[src/rtl/ps2_cmd_sequencer.sv]
// Command sequencer between system logic and the PS/2 controller: sends one byte,
// waits for ACK/resend/error, collects up to 3 responses, streams unsolicited bytes.
module ps2_cmd_sequencer #(
  parameter int TIMEOUT_CYCLES = 2_000_000,
  parameter int MAX_RETRY      = 3
) (
  input  logic       i_clk,
  input  logic       i_rst_n,
  input  logic       i_cmd_valid,
  input  logic [7:0] i_cmd_byte,
  input  logic [1:0] i_cmd_nresp,
  output logic       o_cmd_ready,
  output logic [7:0] o_tx_data,
  output logic       o_tx_write,
  input  logic [7:0] i_rx_data,
  input  logic       i_rx_done,
  output logic       o_resp_valid,
  output logic [7:0] o_resp_byte,
  output logic       o_done,
  output logic [1:0] o_err_code,
  output logic       o_stream_valid,
  output logic [7:0] o_stream_byte
);

  localparam int TW = (TIMEOUT_CYCLES > 0) ? $clog2(TIMEOUT_CYCLES + 1) : 1;
  localparam int RW = (MAX_RETRY > 0) ? $clog2(MAX_RETRY + 1) : 1;
  localparam logic [TW-1:0] TIMER_LOAD = TW'(TIMEOUT_CYCLES);
  localparam logic [RW-1:0] RETRY_MAX  = RW'(MAX_RETRY);

  localparam logic [1:0] ERR_OK      = 2'b00;
  localparam logic [1:0] ERR_TIMEOUT = 2'b01;
  localparam logic [1:0] ERR_RETRY   = 2'b10;
  localparam logic [1:0] ERR_DEVICE  = 2'b11;

  typedef enum logic [2:0] {IDLE, SEND, WAIT_ACK, WAIT_RESP, FINISH} state_t;

  state_t        r_state, w_state_next;
  logic [7:0]    r_tx_data, w_tx_data_next;
  logic [1:0]    r_remaining, w_remaining_next;
  logic [RW-1:0] r_retry, w_retry_next;
  logic [TW-1:0] r_timer, w_timer_next;
  logic [1:0]    r_err, w_err_next;
  logic          r_tx_write;
  logic          r_resp_valid, w_resp_valid_next;
  logic [7:0]    r_resp_byte, w_resp_byte_next;
  logic          r_done;
  logic          r_stream_valid, w_stream_valid_next;
  logic [7:0]    r_stream_byte, w_stream_byte_next;
  logic          w_expired;
  logic          w_accept;

  // Not ready during the done pulse, so a new command cannot race the previous result.
  assign o_cmd_ready = i_rst_n && (r_state == IDLE) && !r_done;
  assign w_accept    = i_cmd_valid && o_cmd_ready;
  assign w_expired   = (r_timer <= TW'(1));

  always_comb begin
    w_state_next        = r_state;
    w_tx_data_next      = r_tx_data;
    w_remaining_next    = r_remaining;
    w_retry_next        = r_retry;
    w_timer_next        = r_timer;
    w_err_next          = r_err;
    w_resp_valid_next   = 1'b0;
    w_resp_byte_next    = r_resp_byte;
    w_stream_valid_next = 1'b0;
    w_stream_byte_next  = r_stream_byte;
    case (r_state)
      IDLE: begin
        if (i_rx_done) begin
          w_stream_valid_next = 1'b1;
          w_stream_byte_next  = i_rx_data;
        end
        if (w_accept) begin
          w_tx_data_next   = i_cmd_byte;
          w_remaining_next = i_cmd_nresp;
          w_retry_next     = '0;
          w_err_next       = ERR_OK;
          w_state_next     = SEND;
        end
      end
      SEND: begin
        w_timer_next = TIMER_LOAD;
        w_state_next = WAIT_ACK;
      end
      WAIT_ACK: begin
        if (i_rx_done && i_rx_data == 8'hFA) begin
          if (r_remaining == 2'd0) begin
            w_err_next   = ERR_OK;
            w_state_next = FINISH;
          end else begin
            w_timer_next = TIMER_LOAD;
            w_state_next = WAIT_RESP;
          end
        end else if (i_rx_done && i_rx_data == 8'hFE) begin
          if (r_retry < RETRY_MAX) begin
            w_retry_next = r_retry + RW'(1);
            w_state_next = SEND;
          end else begin
            w_err_next   = ERR_RETRY;
            w_state_next = FINISH;
          end
        end else if (i_rx_done && i_rx_data == 8'hFC) begin
          w_err_next   = ERR_DEVICE;
          w_state_next = FINISH;
        end else if (w_expired) begin
          // Unrecognised bytes are ignored and do not hold off the timeout.
          w_err_next   = ERR_TIMEOUT;
          w_state_next = FINISH;
        end else begin
          w_timer_next = r_timer - TW'(1);
        end
      end
      WAIT_RESP: begin
        if (i_rx_done) begin
          w_resp_valid_next = 1'b1;
          w_resp_byte_next  = i_rx_data;
          w_remaining_next  = r_remaining - 2'd1;
          w_timer_next      = TIMER_LOAD;
          if (r_remaining == 2'd1) begin
            w_err_next   = ERR_OK;
            w_state_next = FINISH;
          end
        end else if (w_expired) begin
          w_err_next   = ERR_TIMEOUT;
          w_state_next = FINISH;
        end else begin
          w_timer_next = r_timer - TW'(1);
        end
      end
      FINISH: begin
        w_state_next = IDLE;
      end
      default: begin
        w_state_next = IDLE;
      end
    endcase
  end

  always_ff @(posedge i_clk or negedge i_rst_n) begin
    if (!i_rst_n) begin
      r_state        <= IDLE;
      r_tx_data      <= '0;
      r_remaining    <= '0;
      r_retry        <= '0;
      r_timer        <= '0;
      r_err          <= ERR_OK;
      r_tx_write     <= 1'b0;
      r_resp_valid   <= 1'b0;
      r_resp_byte    <= '0;
      r_done         <= 1'b0;
      r_stream_valid <= 1'b0;
      r_stream_byte  <= '0;
    end else begin
      r_state        <= w_state_next;
      r_tx_data      <= w_tx_data_next;
      r_remaining    <= w_remaining_next;
      r_retry        <= w_retry_next;
      r_timer        <= w_timer_next;
      r_err          <= w_err_next;
      r_tx_write     <= (w_state_next == SEND);
      r_resp_valid   <= w_resp_valid_next;
      r_resp_byte    <= w_resp_byte_next;
      r_done         <= (r_state == FINISH);
      r_stream_valid <= w_stream_valid_next;
      r_stream_byte  <= w_stream_byte_next;
    end
  end

  assign o_tx_data      = r_tx_data;
  assign o_tx_write     = r_tx_write;
  assign o_resp_valid   = r_resp_valid;
  assign o_resp_byte    = r_resp_byte;
  assign o_done         = r_done;
  assign o_err_code     = r_err;
  assign o_stream_valid = r_stream_valid;
  assign o_stream_byte  = r_stream_byte;

endmodule

[config.mk]
export PLATFORM = sky130hd
export DESIGN_NAME = ps2_cmd_sequencer
export DESIGN_NICKNAME = d
export VERILOG_FILES = /design/src/rtl/ps2_cmd_sequencer.sv
export SDC_FILE = /design/constraint.sdc
export NUM_CORES = 1
export LEC_CHECK = 0
export BUFFER_PORTS_ARGS = -buffer_cell sky130_fd_sc_hd__buf_2
export CORE_ASPECT_RATIO = 1.4
export CORE_MARGIN = 1.5
export CORE_UTILIZATION = 35
export DETAILED_ROUTE_END_ITERATION = 8
export RECOVER_POWER = 50
export SLEW_MARGIN = 20
export SYNTH_ARGS = -nofsm -noshare
export SYNTH_HDL_FRONTEND = slang
export SYNTH_SLANG_ARGS = --single-unit
[constraint.sdc]
create_clock -name i_clk -period 2.9 [get_ports i_clk]
set_input_delay 0.435 -clock i_clk [delete_from_list [all_inputs] [get_ports i_clk]]
set_output_delay 0.435 -clock i_clk [all_outputs]
set_load 0.01 [all_outputs]
==> flow_metrics.tcl <==
set metrics [dict create \
    status "finished clean" \
    num_rows 39 \
    vias 2495 \
    synth_seq_area_share_pct 49.0 \
    critPathTopFamily "simple AND/OR/NAND/NOR gates" \
    fmax_mhz 414 \
    final_area_um2 3670 \
    die_area_um2 9040 \
    critPathSlowestCell "or4_4" \
    core-area_um2 8200 \
    required_ns 3.16 \
    slew_headroom_pct 4.37 \
    p_leak_nw 1.61 \
    cp_num_buf_inv 0 \
    drt_iter0_markers 92 \
    syn_nets 317 \
    synth_area_um2 2960 \
    slew_violations 0 \
    worstPathMaxFanout 9 \
    wl_per_cell_um 15.5 \
    rsz0062_at_grt "no" \
    final.period_utilization_pct 83.3 \
    synth.distinct_cells 54 \
    p_total_w 0.00361 \
    grt_pass1_wl_mm 12.2 \
    hpwlAfterDp_mm 4.94 \
    cp-end-kind "flip-flop" \
    cpMostUsedCell "or4_4" \
    setup_viol 0 \
    final_cell_mix "dfrtp_1, buf_2, nand2_1, mux2_2, clkbuf_1" \
    die_h_um 112 \
    clk_pin_slew_ns 0.05 \
    place_area_um2 3380 \
    preCtsSetupSlack_ns 0.511 \
    grt.total_usage_pct 17.6 \
    cts_tree "yes" \
    syn-instance-count 290 \
    nFillCells 794 \
    drc 0 \
    start_util_pct 36.2 \
    cap_violations 0 \
    grt_antenna_before_repair 0 \
    ant_nets 0 \
    async_flop_share_pct 100 \
    skew_ns 0.00779 \
    finalHoldViolations 0 \
    grt-ovfl-total 0 \
    cellPowerDensity_nw_per_um2 981 \
    tns_ns 0 \
    cp_cell_sequence "or4_4 -> or4_4 -> or3_1 -> or4_1 -> nand3_1" \
    clk_latency_ns 0.33 \
    htree_num_levels 3 \
    nNetsFinal 377 \
    startpoint_type "flip-flop" \
    worstMarginPinSlew_ns 1.43 \
    post_cts_buffers 0 \
    drtPass1Iterations 4 \
    gp_congestion 0.841 \
    max-vdd-ir-drop_uv 598 \
    antenna_cells 0 \
    yosys_warnings 0 \
    cts_root_buffer "clkbuf_16" \
    critPathKind "flip-flop to flip-flop" \
    hold_path_class "input pin to flip-flop" \
    pin_count 53 \
    synth_edf_count 0 \
    max_stage_delay_ns 0.57 \
    viasPerCell 5.46 \
    cts_made_buffers 9 \
    io_buffers 52 \
    synthFlopType "dfrtp_1" \
    syn_avg_cell_area_um2 10.2 \
    final_layout_size_suffix_gt1_share_pct 25.6 \
    cts_sinks 58 \
    timing.final.ws_setup_ns 0.485 \
    final_common_cell "dfrtp_1" \
    clock_path_buffers 2 \
    grt_max_degree 59 \
    holdBufCountCts 0 \
    grt_pass1_vias 2534 \
    arrival_ns 2.67 \
    yosys_register_bits 58 \
    fp.dieW_um 80.8 \
    wirelength_mm 7.07 \
    syn_to_final_growth_pct 23.9 \
    period_minus_slack_ns 2.41 \
    ctsResizeCount 0 \
]
-- power by group --
group	switching, W	internal [W]
registers	0.000183	0.00107
clock network	0.000366	0.000732
logic	0.000708	0.000544
total	0.00126	0.00235
-- through the flow --
| step | util (%) | hold WS [ns] | instances |
|---|---|---|---|
| floorplan | - | 0.139 | 290 |
| global placement | 41.3 | 0.454 | 441 |
| detailed placement | 41.3 | 0.462 | 441 |
| CTS | 45.1 | 0.325 | 457 |
| global route | 44.8 | 0.337 | 457 |
| finish | 44.8 | 0.336 | 457 |
-- cells by family (layout without fill, tap and decap cells) --
| group | Yosys count | in the layout | share of synthesized area, % |
|---|---|---|---|
| AND/OR/NAND/NOR | 123 | 123 | 23.3 |
| AO/OA/AOI/OAI | 59 | 59 | 14.3 |
| flip-flops | 58 | 58 | 49.0 |
| buffers and inverters | 24 | 89 | 3.59 |
| multiplexers | 19 | 19 | 7.13 |
| adder cells (fa/ha/maj) | 5 | 5 | 2.11 |
| XOR/XNOR | 2 | 2 | 0.591 |
-- area by class of cell --
cell class / instances / area [um^2] / share of cell area [%]
Sequential cell: 58 / 1450 / 39.5
Clock inverter: 4 / 48.8 / 1.33
Tap cell: 102 / 128 / 3.47
Multi-Input combinational cell: 208 / 1410 / 38.3
Timing Repair Buffer: 64 / 339 / 9.23
Clock buffer: 12 / 267 / 7.25
Inverter: 9 / 33.8 / 0.920
-- sequential cells by signal, summed over array words and instances (netlist names) --
register,count
o_done,1
o_err_code,2
o_resp_byte,8
o_resp_valid,1
o_stream_byte,8
o_stream_valid,1
o_tx_data,8
o_tx_write,1
r_remaining,2
r_retry,2
r_state,3
r_timer,21
-- worst paths after layout --
kind | startpoint | to | slack [ns] | depth (start not counted)
setup reg to reg | r_timer[8]$_DFFE_PN0P_ | r_timer[17]$_DFFE_PN0P_ | 0.49 | 5
setup / recovery | r_timer[8]$_DFFE_PN0P_ | r_timer[17]$_DFFE_PN0P_ | 0.49 | 5
min in group asynchronous | i_rst_n | r_timer[20]$_DFFE_PN0P_ | 0.63 | 2
hold reg to reg | o_resp_byte[5]$_DFFE_PN0P_ | o_resp_byte[5]$_DFFE_PN0P_ | 0.48 | 2
max in group asynchronous | i_rst_n | o_tx_write$_DFF_PN0_ | 1.42 | 2
hold / removal | i_cmd_byte[6] | o_tx_data[6]$_DFFE_PN0P_ | 0.34 | 2
-- synth_stat cells, types with 6 or more instances --
| library cell | number | area share (%) |
|---|---|---|
| nor2_1 | 14 | 1.8 |
| nand3_1 | 12 | 2.0 |
| mux2_2 | 17 | 6.5 |
| nand2_1 | 34 | 4.3 |
| inv_1 | 8 | 1.0 |
| nor4_1 | 7 | 1.5 |
| a21oi_1 | 12 | 2.0 |
| o31ai_1 | 13 | 3.3 |
| clkbuf_1 | 9 | 1.1 |
| o21ai_0 | 6 | 1.0 |
| dfrtp_1 | 58 | 49 |
| or4_1 | 13 | 3.3 |
-- per-layer routing --
layer / up-vias / wire length (um) / GRT usage (%)
met5: - / 0 / 0
met4: 0 / 139 / 7.36
met3: 9 / 292 / 4.84
met2: 62 / 3610 / 29.1
met1: 1223 / 3020 / 21.3
li1: 1201 / - / -
(Power assumes the default switching activity.)
